==> src/rtl/cpu_pkg.sv <==
// Shared constants for the P7 five-stage MIPS core: reset PC, exception
// code width/values, the NOP encoding and the pipeline-register header.
package cpu_pkg;

  localparam logic [31:0] PC_DEFAULT = 32'h0000_3000;
  localparam int          EXC_W      = 5;

  localparam logic [EXC_W-1:0] EXC_NONE = 5'd0;
  localparam logic [EXC_W-1:0] EXC_ADEL = 5'd4;
  localparam logic [EXC_W-1:0] EXC_ADES = 5'd5;
  localparam logic [EXC_W-1:0] EXC_RI   = 5'd10;
  localparam logic [EXC_W-1:0] EXC_OV   = 5'd12;

  localparam logic [31:0] NOP = 32'h0000_0000;

  // Fixed-width part of every pipeline boundary; payload and exception
  // code are kept separately because their widths are per-instance.
  typedef struct packed {
    logic [31:0] instr;
    logic [31:0] pc;
    logic        bd;
    logic        valid;
  } stage_hdr_t;

endpackage

==> src/rtl/pipe_stage_reg_if.sv <==
// Upstream-to-downstream bundle of one pipeline boundary. The stage that
// drives the register uses master; the register itself uses slave.
interface pipe_stage_reg_if #(
  parameter int DATA_W = 96,
  parameter int EXC_W  = 5,
  parameter int CNT_W  = 8
);

  logic              en;
  logic              clr;
  logic              exc_flush;
  logic [31:0]       instr_i;
  logic [31:0]       pc_i;
  logic              bd_i;
  logic              valid_i;
  logic [EXC_W-1:0]  exc_i;
  logic [EXC_W-1:0]  loc_exc_i;
  logic [DATA_W-1:0] data_i;

  logic [31:0]       instr_o;
  logic [31:0]       pc_o;
  logic              bd_o;
  logic              valid_o;
  logic [EXC_W-1:0]  exc_o;
  logic [DATA_W-1:0] data_o;
  logic [CNT_W-1:0]  stall_cnt_o;

  modport master (
    output en, clr, exc_flush, instr_i, pc_i, bd_i, valid_i, exc_i, loc_exc_i, data_i,
    input  instr_o, pc_o, bd_o, valid_o, exc_o, data_o, stall_cnt_o
  );

  modport slave (
    input  en, clr, exc_flush, instr_i, pc_i, bd_i, valid_i, exc_i, loc_exc_i, data_i,
    output instr_o, pc_o, bd_o, valid_o, exc_o, data_o, stall_cnt_o
  );

endinterface

==> src/rtl/exc_merge.sv <==
// Precise-exception merge: an exception carried from an earlier stage beats
// one raised in the current stage; a bubble never raises anything.
// Purely combinational so CP0 request logic can reuse it.
module exc_merge #(
  parameter int EXC_W = 5
) (
  input  logic [EXC_W-1:0] exc_i,
  input  logic [EXC_W-1:0] loc_exc_i,
  input  logic             valid_i,
  output logic [EXC_W-1:0] exc_o
);

  // Priority select: invalid -> none, older exception -> keep, else local
  always_comb begin
    exc_o = '0;
    if (valid_i) begin
      if (exc_i != '0) exc_o = exc_i;
      else             exc_o = loc_exc_i;
    end
  end

endmodule

==> src/rtl/pipe_stage_reg.sv <==
// One pipeline-boundary register (F/D, D/E, E/M or M/W). Holds on stall,
// turns into a bubble on clr (keeping PC/BD for EPC), clears fully on an
// exception flush and counts consecutive stall cycles (saturating).
module pipe_stage_reg #(
  parameter int          DATA_W   = 96,
  parameter logic [31:0] PC_RESET = cpu_pkg::PC_DEFAULT,
  parameter int          EXC_W    = cpu_pkg::EXC_W,
  parameter int          CNT_W    = 8
) (
  input logic             clk,
  input logic             reset,
  pipe_stage_reg_if.slave bus
);

  import cpu_pkg::*;

  localparam logic [CNT_W-1:0] CNT_MAX = '1;
  localparam logic [CNT_W-1:0] CNT_ONE = {{(CNT_W-1){1'b0}}, 1'b1};
  localparam stage_hdr_t       HDR_RST = '{instr: NOP, pc: PC_RESET, bd: 1'b0, valid: 1'b0};

  // Power-up contents equal the reset contents.
  stage_hdr_t        hdr_q  = HDR_RST;
  logic [EXC_W-1:0]  exc_q  = '0;
  logic [DATA_W-1:0] data_q = '0;
  logic [CNT_W-1:0]  cnt_q  = '0;

  logic [EXC_W-1:0]  exc_merged;

  exc_merge #(.EXC_W(EXC_W)) u_exc_merge (
    .exc_i     (bus.exc_i),
    .loc_exc_i (bus.loc_exc_i),
    .valid_i   (bus.valid_i),
    .exc_o     (exc_merged)
  );

  // Boundary register: reset/flush > bubble > hold > load
  always_ff @(posedge clk) begin
    if (!reset || bus.exc_flush) begin
      hdr_q  <= HDR_RST;
      exc_q  <= '0;
      data_q <= '0;
      cnt_q  <= '0;
    end else if (bus.clr) begin
      // Bubble keeps PC/BD so CP0 still reports a correct EPC for the slot.
      hdr_q  <= '{instr: NOP, pc: bus.pc_i, bd: bus.bd_i, valid: 1'b0};
      exc_q  <= '0;
      data_q <= '0;
      cnt_q  <= '0;
    end else if (!bus.en) begin
      if (cnt_q != CNT_MAX) cnt_q <= cnt_q + CNT_ONE;
    end else begin
      hdr_q  <= '{instr: bus.instr_i, pc: bus.pc_i, bd: bus.bd_i, valid: bus.valid_i};
      exc_q  <= exc_merged;
      data_q <= bus.data_i;
      cnt_q  <= '0;
    end
  end

  assign bus.instr_o     = hdr_q.instr;
  assign bus.pc_o        = hdr_q.pc;
  assign bus.bd_o        = hdr_q.bd;
  assign bus.valid_o     = hdr_q.valid;
  assign bus.exc_o       = exc_q;
  assign bus.data_o      = data_q;
  assign bus.stall_cnt_o = cnt_q;

endmodule
==> src/flat_wrapper.sv <==
// flat-port wrapper written by rule: the top's interface ports become plain ports
module pipe_stage_reg_flat import cpu_pkg::*;
#(
  parameter int          DATA_W   = 96,
  parameter logic [31:0] PC_RESET = cpu_pkg::PC_DEFAULT,
  parameter int          EXC_W    = cpu_pkg::EXC_W,
  parameter int          CNT_W    = 8
)
  (clk, reset, bus_en, bus_clr, bus_exc_flush, bus_instr_i, bus_pc_i, bus_bd_i, bus_valid_i, bus_exc_i, bus_loc_exc_i, bus_data_i, bus_instr_o, bus_pc_o, bus_bd_o, bus_valid_o, bus_exc_o, bus_data_o, bus_stall_cnt_o);
  pipe_stage_reg_if #(.DATA_W(DATA_W), .EXC_W(EXC_W), .CNT_W(CNT_W)) bus_i ();
  input logic clk;
  input logic reset;
  input wire logic [$bits(bus_i.en)-1:0] bus_en;
  input wire logic [$bits(bus_i.clr)-1:0] bus_clr;
  input wire logic [$bits(bus_i.exc_flush)-1:0] bus_exc_flush;
  input wire logic [$bits(bus_i.instr_i)-1:0] bus_instr_i;
  input wire logic [$bits(bus_i.pc_i)-1:0] bus_pc_i;
  input wire logic [$bits(bus_i.bd_i)-1:0] bus_bd_i;
  input wire logic [$bits(bus_i.valid_i)-1:0] bus_valid_i;
  input wire logic [$bits(bus_i.exc_i)-1:0] bus_exc_i;
  input wire logic [$bits(bus_i.loc_exc_i)-1:0] bus_loc_exc_i;
  input wire logic [$bits(bus_i.data_i)-1:0] bus_data_i;
  output wire logic [$bits(bus_i.instr_o)-1:0] bus_instr_o;
  output wire logic [$bits(bus_i.pc_o)-1:0] bus_pc_o;
  output wire logic [$bits(bus_i.bd_o)-1:0] bus_bd_o;
  output wire logic [$bits(bus_i.valid_o)-1:0] bus_valid_o;
  output wire logic [$bits(bus_i.exc_o)-1:0] bus_exc_o;
  output wire logic [$bits(bus_i.data_o)-1:0] bus_data_o;
  output wire logic [$bits(bus_i.stall_cnt_o)-1:0] bus_stall_cnt_o;
  assign bus_i.en = bus_en;
  assign bus_i.clr = bus_clr;
  assign bus_i.exc_flush = bus_exc_flush;
  assign bus_i.instr_i = bus_instr_i;
  assign bus_i.pc_i = bus_pc_i;
  assign bus_i.bd_i = bus_bd_i;
  assign bus_i.valid_i = bus_valid_i;
  assign bus_i.exc_i = bus_exc_i;
  assign bus_i.loc_exc_i = bus_loc_exc_i;
  assign bus_i.data_i = bus_data_i;
  assign bus_instr_o = bus_i.instr_o;
  assign bus_pc_o = bus_i.pc_o;
  assign bus_bd_o = bus_i.bd_o;
  assign bus_valid_o = bus_i.valid_o;
  assign bus_exc_o = bus_i.exc_o;
  assign bus_data_o = bus_i.data_o;
  assign bus_stall_cnt_o = bus_i.stall_cnt_o;
  pipe_stage_reg #(.DATA_W(DATA_W), .PC_RESET(PC_RESET), .EXC_W(EXC_W), .CNT_W(CNT_W)) u_core (.clk(clk), .reset(reset), .bus(bus_i));
endmodule
==> config.mk <==
export PLATFORM = sky130hd
export DESIGN_NAME = pipe_stage_reg_flat
export DESIGN_NICKNAME = d
export VERILOG_FILES = /design/src/rtl/cpu_pkg.sv /design/src/rtl/pipe_stage_reg_if.sv /design/src/rtl/exc_merge.sv /design/src/rtl/pipe_stage_reg.sv /design/src/flat_wrapper.sv
export SDC_FILE = /design/constraint.sdc
export NUM_CORES = 1
export LEC_CHECK = 0
export ABC_AREA = 1
export BUFFER_PORTS_ARGS = -buffer_cell sky130_fd_sc_hd__buf_2
export CORE_AREA = 2 2 136 138
export CTS_CLUSTER_DIAMETER = 60
export CTS_CLUSTER_SIZE = 10
export DETAILED_ROUTE_END_ITERATION = 7
export DIE_AREA = 0 0 138 140
export PLACE_DENSITY = 0.73
export SLEW_MARGIN = 0
export SYNTH_ARGS = -nofsm -noshare
export SYNTH_HDL_FRONTEND = slang
export SYNTH_SLANG_ARGS = --single-unit
==> constraint.sdc <==
create_clock -name clk -period 1.6 [get_ports clk]
set_clock_uncertainty 0.2 [all_clocks]
set_input_delay 0.08 -clock clk [delete_from_list [all_inputs] [get_ports clk]]
set_output_delay 0.08 -clock clk [all_outputs]
set_load 0.005 [all_outputs]
### After elaboration in Yosys (flattened, before gate mapping)

Cells that the tools add are included.

| storage, ports and cells | value |
|---|---|
| register bits after elaboration | 175 |
| output and inout port bits | 175 |

| operators by class | value |
|---|---|
| reductions and logical operators | 6 |
| mux-type cells | 4 |
| add/subtract/negate cells | 1 |
| equality and inequality tests | 1 |

Operators with widths:

| kind | count |
|---|---|
| two-way mux 34 bit | 2 |
| two-way mux 5 bit | 2 |
| adder 8 x 1 -> 8 bit (second input constant) | 1 |
| != test 8 bit (second input constant) | 1 |
| nonzero test 5 bit | 1 |
| OR reduction 3 bit | 1 |
| nonzero test 2 bit | 1 |
| OR reduction 2 bit | 1 |
| zero test 1 bit | 1 |
| logical OR 1 bit | 1 |

### Longest topological paths before layout

| depth | value |
|---|---|
| depth in word-level cells | 3 |
| gate-level depth with buffers | 7 |

### Modules after synthesis

A second synthesis with hierarchy kept.

| unflattened totals | value |
|---|---|
| cells, all modules | 810 |
| area, all modules | 6465.0 um^2 |

Modules (own cells, without submodules):

| module | area each (um^2) | instances | cells an instance |
|---|---|---|---|
| pipe_stage_reg | 6358.6 | 1 | 788 |
| exc_merge | 106.4 | 1 | 22 |

### Worst setup path before layout

Ideal clock, no wire load.

| timing | value |
|---|---|
| path kind | reg-to-reg |
| start point | register u_core.cnt_q[0] (netlist: u_core.bus.stall_cnt_o[0]) |
| end point | register u_core.cnt_q[0] (netlist: u_core.bus.stall_cnt_o[0]) |
| cell stages (with the launch flop) | 7 |
| setup slack | 0.187 ns |
| path buffers | 0 |
| clock period less this slack | 1.413 ns |
| required time | 1.276 ns |
| data arrival time | 1.089 ns |
| cells stage by stage | dfxtp_1 -> ha_1 -> nand2_1 -> nor2_1 -> nand3_1 -> nand2_1 -> a21oi_1 |

| on the way | value |
|---|---|
| cells in the longest elaborated chain, start to end | 1 |
| elaborated cells on any way between the ends | 2 |
| classes of those cells | add/sub: 1; eq/ne: 1 |

RTL lines:

| item | RTL line | text |
|---|---|---|
| start, declared | pipe_stage_reg.sv:25 | `logic [CNT_W-1:0] cnt_q = '0;` |
| start signal, assigned | pipe_stage_reg.sv:50 | `if (cnt_q != CNT_MAX) cnt_q <= cnt_q + CNT_ONE;` |
| adder 8 x 1 -> 8 bit or != test 8 bit (tied branches) | pipe_stage_reg.sv:50 |  |

Parallel ways exist; a longest one is shown, timed or not.
A chain may end at the register's enable or synchronous reset.

### Worst setup path after layout

| timing | value |
|---|---|
| start point | input bus_pc_i[5] |
| end point | register u_core.hdr_q, in the netlist u_core.bus.pc_o[5] |

| on the way | value |
|---|---|
| cells in the longest elaborated chain, start to end | 2 |

RTL lines:

| item | RTL line | text |
|---|---|---|
| start, declared | flat_wrapper.sv:17 | `input wire logic [$bits(bus_i.pc_i)-1:0] bus_pc_i;` |
| two-way mux 34 bit | pipe_stage_reg.sv:49 | `end else if (!bus.en) begin` |
| two-way mux 34 bit * | pipe_stage_reg.sv:43 | `end else if (bus.clr) begin` |
| end signal, assigned | pipe_stage_reg.sv:45 | `hdr_q <= '{instr: NOP, pc: bus.pc_i, bd: bus.bd_i, valid: 1'b0};` |
| end signal, assigned | pipe_stage_reg.sv:52 | `hdr_q <= '{instr: bus.instr_i, pc: bus.pc_i, bd: bus.bd_i, valid: bus.valid_i};` |
| end, declared | pipe_stage_reg.sv:22 | `stage_hdr_t hdr_q = HDR_RST;` |

Every way passes the cells marked *; elsewhere a longest branch is shown, timed or not. The select of a mux whose other input is x is not followed.

==> results.sh <==
export IMPL_status="completed"
export IMPL_cts_sinks=175
export IMPL_top_usage_layer="met2"
export IMPL_final_nets=1525
export IMPL_finalCriticalPeriod_ns=1.52
export IMPL_fp_dieW_um=138
export IMPL_routabilityCongestion=0.818
export IMPL_cts_setup_buffers=0
export IMPL_num_vias=7636
export IMPL_grtUsageTotal=0.239
export IMPL_syn_num_nets=986
export IMPL_num_antenna_cells=0
export IMPL_grt_pass1_wl_mm=38.0
export IMPL_cts_tree="built"
export IMPL_start_util=0.352
export IMPL_drv_cap=0
export IMPL_avgSynthCellArea_um2=7.74
export IMPL_fillers=1374
export IMPL_ant_nets=0
export IMPL_drt_total_wl_mm=23.7
export IMPL_via_per_inst=4.81
export IMPL_use_met1=0.268
export IMPL_dieArea_um2=19300
export IMPL_grt_overflow_total=0
export IMPL_cts_root_buf="clkbuf_16"
export IMPL_ir_drop_uv=698
export IMPL_timing_final_crit_share=0.951
export IMPL_drt_first_pass_iters=5
export IMPL_clkSlewWorstSetupHoldPaths_ns=0.07
export IMPL_cts_hold_fix_buffers=210
export IMPL_report_final_slew_viol_count=0
export IMPL_ctsResizeCount=0
export IMPL_num_rows=49
export IMPL_max_freq_mhz=657
export IMPL_fin_tns_setup_ns=0
export IMPL_synthCells=808
export IMPL_cellPowerDensity_nw_per_um2=919
export IMPL_gr_usage_met3=0.0776
export IMPL_ys_types=18
export IMPL_crit_chain="dlygate4sd3_1 -> buf_2 -> o21ai_0 -> dlygate4sd3_1 -> nor2_1"
export IMPL_hpwl_mm=12.8
export IMPL_grt_max_degree=91
export IMPL_pin_count=352
export IMPL_leakagePower_nw=5.13
export IMPL_cp_required_ns=1.72
export IMPL_yosysSeqAreaShare=0.560
export IMPL_ys_seq_elements=175
export IMPL_crit_type="input pin to flip-flop"
export IMPL_cp_start_kind="input pin"
export IMPL_met2_usage=0.408
export IMPL_hold_path_class="input pin to flip-flop"
export IMPL_dieHeight_um=140
export IMPL_clk_latency_ns=0.42
export IMPL_postLayoutCoreUtil=0.610
export IMPL_core_area_um2=17800
export IMPL_max_slew_margin=0.597
export IMPL_antenna_found_initial=0
export IMPL_critPathMaxStageDelay_ns=0.61
export IMPL_synth_warnings=0
export IMPL_worstPathMaxFanout=1
export IMPL_hold_viol_final=0
export IMPL_synthesis_area_um2=6260
export IMPL_cts_buffers=17
export IMPL_rsz0062_at_grt="no"
export IMPL_endpoint_kind="flip-flop"
export IMPL_regArea_um2=3500
export IMPL_htreeDepth=4
export IMPL_grt_pass1_vias=7622
export IMPL_drive_gt1_frac=0.293
export IMPL_clock_path_buffers=2
export IMPL_setup_viol=0
export IMPL_drt_iter0_drc=435
export IMPL_wl_per_cell_um=14.9
export IMPL_slowest_stage="dlygate4sd3_1"
export IMPL_area_growth_pct=73.2
export IMPL_multi_input_area_um2=2380
export IMPL_cpMostUsedCell="dlygate4sd3_1"
export IMPL_portBuffers=351
export IMPL_drc=0
export IMPL_cp_arrival_ns=1.64
export IMPL_tightest_slew_ns=0.604
## cell type report
cell class,instances,share of cell area
Timing Repair Buffer,571,0.368
Sequential cell,175,0.323
Multi-Input combinational cell,562,0.220
Clock buffer,20,0.0421
Tap cell,229,0.0264
Clock inverter,12,0.0136
Inverter,20,0.00704
## cells in the final DEF (no fill, tap or decap), types with 3 or more instances in the layout
master	n
a21oi_1	133
o21ai_0	28
inv_6	3
nor2_1	75
o21ai_1	5
nand3_1	7
buf_4	7
dfxtp_1	175
nand4_1	8
dlygate4sd3_1	210
buf_2	350
buf_12	4
clkbuf_16	17
inv_1	17
clkinvlp_4	4
nand2_1	300
## flip-flops by register name (all words and copies together) (netlist names)
signal and count:
u_core.bus.valid_o 1, u_core.bus.instr_o 32, u_core.bus.pc_o 32, u_core.bus.bd_o 1, u_core.bus.data_o 96, u_core.bus.stall_cnt_o 8, u_core.bus.exc_o 5
## kinds of logic (layout without fill, tap and decap cells)
| group | after synthesis | count (layout) | share of synthesized area |
|---|---|---|---|
| buf+inv | 71 | 623 | 0.0602 |
| compound gates | 168 | 168 | 0.135 |
| fa+ha+maj | 1 | 1 | 0.00200 |
| flops | 175 | 175 | 0.560 |
| simple gates | 393 | 393 | 0.243 |
## worst paths after layout
kind	from	end	slack [ns]	cells past startpoint
worst max register to register	u_core.bus.stall_cnt_o[0]	u_core.bus.stall_cnt_o[1]	0.11	6
worst max-delay path	bus_pc_i[5]	u_core.bus.pc_o[5]	0.08	5
worst min register to register	u_core.bus.exc_o[3]	u_core.bus.exc_o[3]	0.25	2
worst min-delay path	bus_en	u_core.bus.instr_o[2]	0.002	4
## synth_stat cells, drive strengths merged
| master | n | area, µm² |
|---|---|---|
| dfxtp | 175 | 3500 |
| nor2 | 77 | 304 |
| ha | 1 | 12.5 |
| a31oi | 2 | 12.5 |
| nand3 | 7 | 35.0 |
| clkbuf | 7 | 26.3 |
| a21oi | 133 | 666 |
| inv | 20 | 75.1 |
| nand2 | 301 | 1130 |
| nand4 | 8 | 50.1 |
| buf | 44 | 275 |
| o21ai | 33 | 165 |
## worst max-delay path, delay by kind of cell
| family | cells | cell delay (ns) |
|---|---|---|
| buf+inv | 3 | 1.30 |
| simple gates | 1 | 0.05 |
| compound gates | 1 | 0.21 |
## metal layers
layer  routed length (µm)  vias up  part of all wire
met1                 9180     3465              0.39
met2                11400      444              0.48
met4                  892        0             0.038
met5                    0        -                 0
li1                     -     3652                 -
met3                 2220       75             0.094
## power by group
| part | switching [mW] | internal (mW) | total [mW] |
|---|---|---|---|
| Clock | 1.83 | 2.43 | 4.26 |
| Sequential | 0.0564 | 4.46 | 4.51 |
| Combinational | 0.528 | 0.662 | 1.19 |
## metrics by stage
step / setup WS, ns / total power, mW / hold WS, ns / cells / cell area, µm²
floorplan: 0.187 / 4.96 / -0.00678 / 808 / 6260
global placement: 0.230 / 5.34 / 0.0777 / 1347 / 8130
detailed placement: 0.178 / 5.34 / 0.0913 / 1347 / 8130
CTS: 0.151 / 10.0 / 0.00938 / 1589 / 10800
global route: 0.0149 / 10.4 / 0.0396 / 1589 / 10800
finish: 0.0777 / 9.96 / 0.00227 / 1589 / 10800
(Power assumes the default switching activity.)
